<file path="config.mk">
export PLATFORM = sky130hd
export DESIGN_NAME = iq_interleave
export DESIGN_NICKNAME = d
export VERILOG_FILES = /design/src/rtl/iq_interleave.sv
export SDC_FILE = /design/constraint.sdc
export NUM_CORES = 1
export LEC_CHECK = 0
export CAP_MARGIN = 20
export CORE_ASPECT_RATIO = 1.5
export CORE_UTILIZATION = 40
export CTS_BUF_LIST = sky130_fd_sc_hd__clkbuf_4 sky130_fd_sc_hd__clkbuf_8
export DETAILED_ROUTE_END_ITERATION = 7
export GPL_ROUTABILITY_DRIVEN = 0
export PLACE_DENSITY_LB_ADDON = 0.3
export SLEW_MARGIN = 20
export SYNTH_ARGS = -nofsm -noshare
export SYNTH_HDL_FRONTEND = slang
export SYNTH_SLANG_ARGS = --single-unit
export TNS_END_PERCENT = 1
</file>
<file path="constraint.sdc">
create_clock -name clk -period 5.6 [get_ports clk]
set_clock_uncertainty 0.05 [all_clocks]
set_input_delay 1.4 -clock clk [delete_from_list [all_inputs] [get_ports clk]]
set_output_delay 1.4 -clock clk [all_outputs]
set_load 0.02 [all_outputs]
</file>
<file path="src/rtl/iq_interleave.sv">
// iq_interleave: serializes (I,Q) drive pairs onto one bus with an iq strobe and de-interleaves the returned field stream
// Ports: clk/rst_n (async active-low); en run enable; in_valid/in_ready/in_i/in_q drive pair handshake;
// iq phase strobe (1 = I slot); drive multiplexed drive; field multiplexed plant return;
// out_valid/out_i/out_q de-interleaved field pair; underrun saturating count of empty I slots.
module iq_interleave #(
  parameter int DW = 18
) (
  input  logic          clk,
  input  logic          rst_n,
  input  logic          en,
  input  logic          in_valid,
  output logic          in_ready,
  input  logic [DW-1:0] in_i,
  input  logic [DW-1:0] in_q,
  output logic          iq,
  output logic [DW-1:0] drive,
  input  logic [DW-1:0] field,
  output logic          out_valid,
  output logic [DW-1:0] out_i,
  output logic [DW-1:0] out_q,
  output logic [15:0]   underrun
);
  typedef enum logic [1:0] {IDLE, ISLOT, QSLOT} state_t;
  state_t state, state_nx;
  logic [2*DW-1:0] mem [2];
  logic [2*DW-1:0] head;
  logic [DW-1:0] q_hold, i_hold;
  logic [1:0] cnt;
  logic wp, rp, push, pop, has;
  always_comb begin
    state_nx = IDLE;
    state_nx = state == ISLOT ? QSLOT : en ? ISLOT : IDLE;
  end
  assign has      = cnt != 2'd0;
  assign head     = mem[rp];
  assign in_ready = !cnt[1];
  assign push     = in_valid && in_ready;
  assign pop      = state_nx == ISLOT && has;
  assign iq       = state == ISLOT;
  always_ff @(posedge clk or negedge rst_n) begin
    if (!rst_n) begin
      state     <= IDLE;
      mem[0]    <= '0;
      mem[1]    <= '0;
      wp        <= 1'b0;
      rp        <= 1'b0;
      cnt       <= 2'd0;
      drive     <= '0;
      q_hold    <= '0;
      i_hold    <= '0;
      out_valid <= 1'b0;
      out_i     <= '0;
      out_q     <= '0;
      underrun  <= '0;
    end else begin
      state <= state_nx;
      if (push) begin
        mem[wp] <= {in_i, in_q};
        wp      <= ~wp;
      end
      if (pop) rp <= ~rp;
      cnt   <= cnt + {1'b0, push} - {1'b0, pop};
      drive <= state_nx == ISLOT ? (has ? head[2*DW-1:DW] : '0) : state_nx == QSLOT ? q_hold : '0;
      if (state_nx == ISLOT) begin
        q_hold <= has ? head[DW-1:0] : '0;
        if (!has && underrun != 16'hFFFF) underrun <= underrun + 16'd1;
      end
      if (state == ISLOT) i_hold <= field;
      out_valid <= state == QSLOT;
      if (state == QSLOT) begin
        out_i <= i_hold;
        out_q <= field;
      end
    end
  end
endmodule
</file>
==> impl_results.md <==
* Status: finished clean
* Leakage at around 0.0041 uW
* Die span in x at 113 um
* Largest net degree at the start of global routing at between 100 and 150
* Final Util at 51.8%
* Die area at between 15000 and 20000 um^2
* Syn nets at 607
* Starting density of the core at roughly two fifths
* Total Neg Setup Slack at 0 ns
* Die Height at around 170 um
* PortBufs at 130
* Post-placement cell count at between 800 and 900
* Antenna fix cells at 0
* Most common cell in the netlist: dfrtp_1
* CP cell instances: nand2b_1, inv_2, clkdlybuf4s50_1
* Post-synthesis sequential area ratio at 63.1%
* Required @ worst endpoint at 4.15 ns
* Synth top area share at a little over three fifths
* Via density per instance at 5.02
* Drt initial violations at 209
* Post-cts hold buffer count at 0
* WL/cell at 16.5 um
* Min Tclk post-route at between 3 and 4 ns
* DRT Pass-1 Iters at 4
* CTS buffer count at 17
* Placed cell areas at 8830 um^2
* Ratio of final minimum period to clock period at between 60% and 70%
* Synthesized area per cell at between 10 and 15 um^2
* Critical Path Slowest Stage Cell: clkdlybuf4s50_1
* Number of synthesized flops with an enable pin at 0
* Max incr delay on CP at approximately 0.74 ns
* Final net count at ~740
* P&R area growth vs syn at 26.5%
* Top FF cell, synth: dfrtp_1
* Initial antenna violation count at 0
* Startpoint Class: register
* I/O pin total at 131
* Yosys warnings at 0
* Measured slew at the worst slew-check pin at between 1 and 1.5 ns
* Design area at between 9000 and 10000 um^2
* Global-route wire length before repair at 24.8 mm
* Synth area leaders: dfrtp_1, mux2_2, mux2i_1, nand2_1, o21ai_0
* Async set-reset flop share out of synthesis at between 90% and 100%
* CTS Root Cell: clkbuf_8
* Max Cap Viol at 0
* CP Max Fanout at 38
* CORE AREA at around 18000 um^2
* Resized Gates After CTS at 0
* DR vias at between 4000 and 5000
* DRC Markers at 0
* Post-synth top cells: dfrtp_1, mux2_2, nand2_1
* Synth unique cells at 34
* Clock Path Buffers at 2
* Worst slew margin at 30.5%
* Gr ovfl total at 0
* Max IR drop VDD at about 0.23 mV
* HP Class: register to register
* H-tree depth at 4
* Register bit total from synthesis at between 150 and 200
* # rows at 60
* Synth area leader: dfrtp_1
* Post-DP HPWL at ~10 mm
* GRT Total Usage at roughly 17%
* Kind of critical path: register to primary output
* TritonCTS clock tree: built
* RSZ-0062 raised after global routing: false
* Vias in the first global route at just under 5000
* Final Setup Violations at 0
* Hold violation total from the final report at 0
* WL final at around 15 mm
* CP endpoint kind: primary output
* Skew-Pair Late Insertion Delay at between 0.4 and 0.5 ns
* # Post-CTS Setup Buffers at 0
* Clock-pin slew on the worst setup and hold paths at roughly 0.090 ns
* Layout Cells excl Fill at 906
* Worst endpoint data arrival time at 2.30 ns
* Fmax at 267 MHz
* Syn Inst Count at around 550
* Fin. max-slew vios at 0
* Pwr Density at approximately 500 nW/um^2
* Synth Cell Area at 7340 um^2
* Post-detailed-route count of antenna-violating nets at 0
* CTS sink count at between 150 and 200
* Layout cells sized above 1 at ~23%
per-stage QoR:
stage / hold slack, ns / power [uW] / worst slack, ns
after detailed placement: 0.409 / 3820 / 1.88
after global routing: 0.456 / 4970 / 1.73
after floorplan: 0.390 / 3150 / 2.66
after CTS: 0.432 / 4730 / 1.80
final: 0.425 / 4670 / 1.85
after global placement: 0.401 / 3750 / 1.92
worst max-delay path: cells and delay by family, from the launching register on:
kind	cells	cell delay, ns
and+or+nand+nor	1	0.17
DFF	1	0.38
buffers and inverters	2	1.28
cell families after synthesis:
family	after synthesis	share of synthesized area, %
and+or+nand+nor	125	7.67
xor gates and xnor gates	17	2.03
muxes	147	21.9
DFF	185	63.1
buffers and inverters	30	1.94
AOI/OAI and AO/OA	39	2.88
adders and majority gates	3	0.511
power breakdown:
part           leakage, uW  internal [uW]  switching (uW)
Combinational      0.00163            869             680
Sequential         0.00227           1860             347
Clock             0.000205            450             457
Total              0.00411           3180            1480
per-layer routing:
layer | wire, um | track usage, %
met2 | 7750 | 29.8
met1 | 6470 | 20.1
met3 | 596 | 4.46
met5 | 0 | 0
met4 | 122 | 4.70
flip-flops by register name, indices dropped and copies added, names as in the netlist:
signal and cells:
out_i 18, drive 18, out_q 18, underrun 16, rp 1, i_hold 18, state 2, wp 1
q_hold 18, mem 72, cnt 2, out_valid 1
cell usage in the layout (no fill, tap or decap), types with 4 or more instances in the layout:
| master | count |
|---|---|
| mux2i_1 | 37 |
| nand3_1 | 6 |
| nand2_1 | 93 |
| nand4_1 | 5 |
| and3_1 | 5 |
| mux2_2 | 107 |
| xnor2_1 | 16 |
| o21ai_0 | 36 |
| clkdlybuf4s50_1 | 129 |
| buf_4 | 4 |
| dfrtp_1 | 184 |
| clkbuf_8 | 21 |
worst paths after layout:
| path | endpoint | depth (start not counted) | slack [ns] | start |
|---|---|---|---|---|
| worst max register to register | cnt[1] | 12 | 3.01 | state[1] |
| worst min-delay path | i_hold[10] | 2 | 0.43 | i_hold[10] |
| max in group asynchronous | mem[24] | 2 | 3.34 | rst_n |
| worst min register to register | i_hold[10] | 2 | 0.43 | i_hold[10] |
| worst max-delay path | iq | 3 | 1.85 | state[1] |
| min in group asynchronous | out_i[13] | 1 | 0.99 | rst_n |
area by class of cell:
| cell class | count | area (um^2) |
|---|---|---|
| clock inverters | 10 | 115 |
| fillers | 1579 | 8650 |
| flip-flops and latches | 185 | 4630 |
| repair buffers | 136 | 1370 |
| clock buffers | 22 | 297 |
| multi-input cells | 331 | 2580 |
| inverters | 5 | 18.8 |
| well taps | 217 | 272 |
Power figures use the tool's default switching activity.
